===== config.mk =====
export PLATFORM = sky130hd
export DESIGN_NAME = tl45_pipe_ctrl
export DESIGN_NICKNAME = d
export VERILOG_FILES = /design/src/rtl/tl45_pipe_ctrl.sv
export SDC_FILE = /design/constraint.sdc
export NUM_CORES = 1
export LEC_CHECK = 0
export CAP_MARGIN = 0
export CORE_ASPECT_RATIO = 0.6
export CORE_MARGIN = 2
export CORE_UTILIZATION = 28
export CTS_CLUSTER_DIAMETER = 80
export DETAILED_ROUTE_END_ITERATION = 8
export PLACE_DENSITY_LB_ADDON = 0.25
export RECOVER_POWER = 100
export SLEW_MARGIN = 20
export SYNTH_ARGS = -nofsm -noshare
export SYNTH_HDL_FRONTEND = slang
export SYNTH_SLANG_ARGS = --single-unit

===== constraint.sdc =====
create_clock -name i_clk -period 2 [get_ports i_clk]
set_input_delay 0.3 -clock i_clk [delete_from_list [all_inputs] [get_ports i_clk]]
set_output_delay 0.3 -clock i_clk [all_outputs]
set_load 0.1 [all_outputs]

===== src/rtl/tl45_pipe_ctrl.sv =====
// tl45_pipe_ctrl - central pipeline sequencer for the TL45 core.
//
// Drives every stall, bubble and flush line for fetch, decode and execute.
// It resolves memory back-pressure, taken branches, load-use interlocks,
// multi-cycle divides and illegal decode entries in a single priority chain.
//
// The stall, bubble and flush outputs are combinational from the current
// state and the inputs, so they act in the same cycle. State, the divide
// counter and the trap PC are registered.
//
// Optional feature macro: TL45_TRAP_EN
//   defined   : an illegal decode entry halts the core in TRAP until reset.
//   undefined : an illegal decode entry is squashed with a one-cycle bubble.
//               TRAP does not exist, and o_trap / o_trap_pc are tied to 0.

module tl45_pipe_ctrl #(
  parameter int DIV_CYCLES = 32
) (
  input  logic        i_clk,
  input  logic        i_reset,
  input  logic [31:0] i_dec_pc,
  input  logic [4:0]  i_dec_opcode,
  input  logic [3:0]  i_dec_sr1,
  input  logic [3:0]  i_dec_sr2,
  input  logic        i_dec_err,
  input  logic [4:0]  i_ex_opcode,
  input  logic [3:0]  i_ex_dr,
  input  logic        i_mem_busy,
  input  logic        i_br_taken,
  output logic        o_fetch_stall,
  output logic        o_dec_stall,
  output logic        o_ex_hold,
  output logic        o_ex_bubble,
  output logic        o_flush,
  output logic        o_div_busy,
  output logic        o_trap,
  output logic [31:0] o_trap_pc
);

  // The counter must hold DIV_CYCLES-1 on divide issue.
  localparam int CNT_W = $clog2(DIV_CYCLES + 1);
  localparam logic [CNT_W-1:0] CNT_LOAD = CNT_W'(DIV_CYCLES - 1);
  localparam logic [CNT_W-1:0] CNT_ONE  = CNT_W'(1);

`ifdef TL45_TRAP_EN
  typedef enum logic [1:0] {
    ST_RUN  = 2'd0,
    ST_DIV  = 2'd1,
    ST_TRAP = 2'd2
  } state_e;
`else
  typedef enum logic [1:0] {
    ST_RUN  = 2'd0,
    ST_DIV  = 2'd1
  } state_e;
`endif

  // A load in execute: LB/LBU/LH/LHU/LW.
  function automatic logic is_load_f(input logic [4:0] op);
    logic res;
    case (op)
      5'h0F, 5'h10, 5'h11, 5'h12, 5'h14: res = 1'b1;
      default:                           res = 1'b0;
    endcase
    return res;
  endfunction

  // A multi-cycle divide: DIV/UDIV.
  function automatic logic is_div_f(input logic [4:0] op);
    logic res;
    case (op)
      5'h17, 5'h18: res = 1'b1;
      default:      res = 1'b0;
    endcase
    return res;
  endfunction

  state_e           state_r;
  state_e           state_nx_s;
  logic [CNT_W-1:0] cnt_r;
  logic [CNT_W-1:0] cnt_nx_s;
  logic             lu_s;

`ifdef TL45_TRAP_EN
  logic [31:0]      trap_pc_r;
  logic [31:0]      trap_pc_nx_s;
`else
  // The decode PC is only needed when trapping is enabled.
  logic             unused_dec_pc_s;
  assign unused_dec_pc_s = ^i_dec_pc;
`endif

  // Load-use hazard. r0 never creates a hazard. All other RAW cases are
  // covered by forwarding.
  always_comb begin
    lu_s = 1'b0;
    if (is_load_f(i_ex_opcode) && (i_ex_dr != 4'd0) &&
        ((i_ex_dr == i_dec_sr1) || (i_ex_dr == i_dec_sr2))) begin
      lu_s = 1'b1;
    end else begin
      lu_s = 1'b0;
    end
  end

  // Next-state, counter and pipeline-control outputs. The RUN priority order
  // is: memory busy, taken branch, load-use, decode error, then issue.
  always_comb begin
    state_nx_s    = state_r;
    cnt_nx_s      = cnt_r;
`ifdef TL45_TRAP_EN
    trap_pc_nx_s  = trap_pc_r;
`endif
    o_fetch_stall = 1'b0;
    o_dec_stall   = 1'b0;
    o_ex_hold     = 1'b0;
    o_ex_bubble   = 1'b0;
    o_flush       = 1'b0;
    o_div_busy    = 1'b0;
    o_trap        = 1'b0;
    o_trap_pc     = 32'd0;

    if (i_reset) begin
      // Keep the pipe empty while reset is held.
      o_flush     = 1'b1;
      o_ex_bubble = 1'b1;
    end else begin
      case (state_r)
        ST_RUN: begin
          if (i_mem_busy) begin
            o_fetch_stall = 1'b1;
            o_dec_stall   = 1'b1;
            o_ex_hold     = 1'b1;
          end else if (i_br_taken) begin
            // The decode entry is on the wrong path and never issues.
            o_flush     = 1'b1;
            o_ex_bubble = 1'b1;
          end else if (lu_s) begin
            o_fetch_stall = 1'b1;
            o_dec_stall   = 1'b1;
            o_ex_bubble   = 1'b1;
          end else if (i_dec_err) begin
            o_ex_bubble = 1'b1;
`ifdef TL45_TRAP_EN
            trap_pc_nx_s = i_dec_pc;
            state_nx_s   = ST_TRAP;
`endif
          end else begin
            if (is_div_f(i_dec_opcode)) begin
              // The issue cycle counts as the first divide cycle.
              state_nx_s = ST_DIV;
              cnt_nx_s   = CNT_LOAD;
            end else begin
              state_nx_s = ST_RUN;
            end
          end
        end

        ST_DIV: begin
          o_div_busy    = 1'b1;
          o_fetch_stall = 1'b1;
          o_dec_stall   = 1'b1;
          o_ex_hold     = 1'b1;
          if (cnt_r == CNT_ONE) begin
            if (!i_mem_busy) begin
              // Execute releases the divide in this cycle.
              state_nx_s = ST_RUN;
              cnt_nx_s   = {CNT_W{1'b0}};
            end else begin
              // Park at 1 until the memory stage frees up.
              cnt_nx_s = CNT_ONE;
            end
          end else begin
            cnt_nx_s = cnt_r - CNT_ONE;
          end
        end

`ifdef TL45_TRAP_EN
        ST_TRAP: begin
          // Halted. Older stores may still drain through memory.
          o_trap        = 1'b1;
          o_trap_pc     = trap_pc_r;
          o_fetch_stall = 1'b1;
          o_dec_stall   = 1'b1;
          o_ex_bubble   = 1'b1;
          o_ex_hold     = i_mem_busy;
        end
`endif

        default: begin
          state_nx_s = ST_RUN;
          cnt_nx_s   = {CNT_W{1'b0}};
        end
      endcase
    end
  end

  // State and divide-counter registers with synchronous reset.
  always_ff @(posedge i_clk) begin
    if (i_reset) begin
      state_r <= ST_RUN;
      cnt_r   <= {CNT_W{1'b0}};
    end else begin
      state_r <= state_nx_s;
      cnt_r   <= cnt_nx_s;
    end
  end

`ifdef TL45_TRAP_EN
  // Trap PC register, captured on TRAP entry.
  always_ff @(posedge i_clk) begin
    if (i_reset) begin
      trap_pc_r <= 32'd0;
    end else begin
      trap_pc_r <= trap_pc_nx_s;
    end
  end
`endif

endmodule

==> out/results.tsv <==
stage	metric	value	unit
outcome	status	finished clean	
place	dp.cells	184	
floorplan	core.rowCount	15	
cells_and_area	antenna-diode-count	0	
sta	setup_tns	0	ns
cts	clock-root-buffer	clkbuf_8	
synth	ys.flop_type	dfxtp_1	
detailed_routing	drt_iter0_drc	19	
cells_and_area	final_nets	209	
sta	finalHoldWorstSlack	0.5251	ns
global_route	grt-busiest-layer	met2	
min_path	hold_class	reg2reg	
cells_and_area	final_common_cell	conb_1	
run	cap_violations	0	
synth	yosysSeqAreaShare	0.1602	
synth	synth_edf_count	0	
setup_path	slowest_stage	or4_1	
floorplan	die_w	76.15	um
global_route	use_met1	0.1591	
detailed_routing	vias_per_cell	4.037	
cts	cts_buffer_depth	2	
synth	ys_warn_count	0	
floorplan	start_util	0.2987	
floorplan	fp.dieH	47.29	um
global_route	gr-usage-met2	0.2089	
place	post-place-ws	-0.3083	ns
cts	cts_tree	yes	
cts	clk_pin_slew	0.04	ns
detailed_routing	drc	0	
place	gp_congestion	0.8082	
cts	clk_latency	0.22	ns
setup_path	crit_path_cell_trace	dlygate4sd2_1 > or4_1 > o211ai_4 > o22ai_4 > buf_12	
detailed_routing	drt_wl_total	2121	um
cells_and_area	fin_cells	189	
sta	setup_viol	0	
cts	cts_buffers	3	
pwr	clock_power_share	0.242	
global_route	grt_overflow	0	
synth	synth.ff_latch_count	7	
cts	h-tree-depth	1	
cells_and_area	layout-drive-gt1-share	0.2177	
sta	post-route-min-period	1.944	ns
cts	cts_sinks	7	
global_route	grt_first_pass_wirelength	3312	um
setup_path	critPathMaxFanout	3	
cells_and_area	area_growth	47.78	%
setup_path	critPathKind	in2out	
synth	async_flop_share	0	
synth	syn-cell-area	874.6	sq um
place	dp_hpwl	1791	um
pwr	power	0.8079	mW
setup_path	reg2reg_slack	0.42	ns
global_route	grt_pass1_vias	659	
pwr	power_density	625.1	nW/um^2
pwr	combPwrFrac	0.579	
detailed_routing	wl_per_cell	11.22	um
place	io_buffers	32	
global_route	grt_use_total	0.1214	
pwr	swShare	0.5389	
setup_path	endpoint_kind	output pin	
cells_and_area	layout_common_cells	conb_1, dlygate4sd2_1, clkdlybuf4s50_1	
detailed_routing	first_pass_iters	4	
floorplan	ios	98	
setup_path	required	1.70	ns
setup_path	crit_path_max_incr_delay	0.60	ns
sta	finalMaxSlewViolations	0	
global_route	grtUsageMet3	0.04038	
floorplan	die_area	3601	sq um
detailed_routing	ant_nets	0	
pwr	p_leak	0.5805	nW
floorplan	placeableCoreArea	2928	sq um
global_route	grt_max_degree	10	
sta	period_share	0.9722	
sta	clock.fmax	0.5143	GHz
synth	avgSynthCellArea	8.024	sq um
pwr	seqPwrFrac	0.179	
pwr	p_switching	0.4354	mW
detailed_routing	via_count	763	
pwr	ir_drop	0.0003599	V
cts	cts_hold_buf	0	
synth	synth.distinct_cells	35	
sta	skew	0.002526	ns
global_route	antenna_found_initial	0	
sta	finalHoldViolCount	0	
synth	syn_inst	109	
sta	final.setup.worst_slack	0.05556	ns
setup_path	cp.arrival	1.64	ns
pwr	intPower	0.3726	mW
setup_path	cp-start-kind	primary input	
final timing paths:
path / startpoint / endpoint / depth (start not counted)
max: i_ex_dr[0] / o_dec_stall / 5
min: cnt_r[1] / cnt_r[1] / 2
max reg2reg: cnt_r[3] / cnt_r[5] / 4
min reg2reg: cnt_r[1] / cnt_r[1] / 2
state kept, by name, summed over array words and instances (netlist names):
name and cells:
state_r 1, cnt_r 6
layer usage:
layer	up-vias	part of all wire
li1	385	-
met1	350	0.47
met2	28	0.48
met3	0	0.054
met4	0	0
met5	-	0
layout make-up:
cell class | count | area (sq um)
fillers | 295 | 1635
well taps | 42 | 52.55
multi-input cells | 95 | 636.9
clock buffers | 4 | 45.04
repair buffers | 37 | 402.9
flip-flops and latches | 7 | 140.1
inverters | 4 | 15.01
repair_timing:
item                                    CTS  global route
endpoints found under the setup margin    3             3
resized for setup                        17            12
setup buffers                             1             0
pin swaps                                 6             9
endpoints found under the hold margin     0             0
logic make-up (layout without fill, tap and decap cells):
family / after synthesis / after routing / share of synthesized area
DFF: 7 / 7 / 0.1602
other: 1 / 33 / 0.004288
AOI/OAI and AO/OA: 15 / 15 / 0.1130
muxes: 4 / 4 / 0.05293
xor gates and xnor gates: 8 / 8 / 0.08012
and+or+nand+nor: 32 / 32 / 0.2275
adders and majority gates: 3 / 3 / 0.04005
buffers and inverters: 39 / 45 / 0.3219
cell usage after synthesis, types with 2 or more instances:
library cell | count | area, sq um
a21oi_1 | 7 | 35.03
buf_4 | 34 | 255.2
dfxtp_1 | 7 | 140.1
ha_1 | 2 | 25.02
inv_1 | 4 | 15.01
mux2i_1 | 2 | 20.02
nand2_1 | 3 | 11.26
nand2b_1 | 2 | 12.51
nand4_1 | 2 | 12.51
nor2_1 | 5 | 18.77
nor2b_1 | 4 | 25.02
nor3_1 | 5 | 25.02
nor4_1 | 2 | 12.51
o22ai_1 | 2 | 12.51
xor2_1 | 8 | 70.07
worst max-delay path, delay by kind of cell:
kind	cells	cell delay (ns)
AND/OR/NAND/NOR	1	0.60
buffers and inverters	2	0.45
AO/OA/AOI/OAI	2	0.28
power by group through the flow:
stage / registers, mW / clock network, mW / logic [mW]
after floorplan: 0.146 / 0 / 0.422
after global placement: 0.147 / 0 / 0.467
after detailed placement: 0.147 / 0 / 0.469
after CTS: 0.144 / 0.200 / 0.464
after global routing: 0.145 / 0.213 / 0.483
final: 0.144 / 0.196 / 0.468
metrics by stage:
stage / util / area, sq um
after floorplan: - / 1033
after global placement: 0.4188 / 1226
after detailed placement: 0.4188 / 1226
after CTS: 0.4355 / 1275
after global routing: 0.4415 / 1292
final: 0.4415 / 1292
No activity file was read; power rests on OpenSTA's default activity.
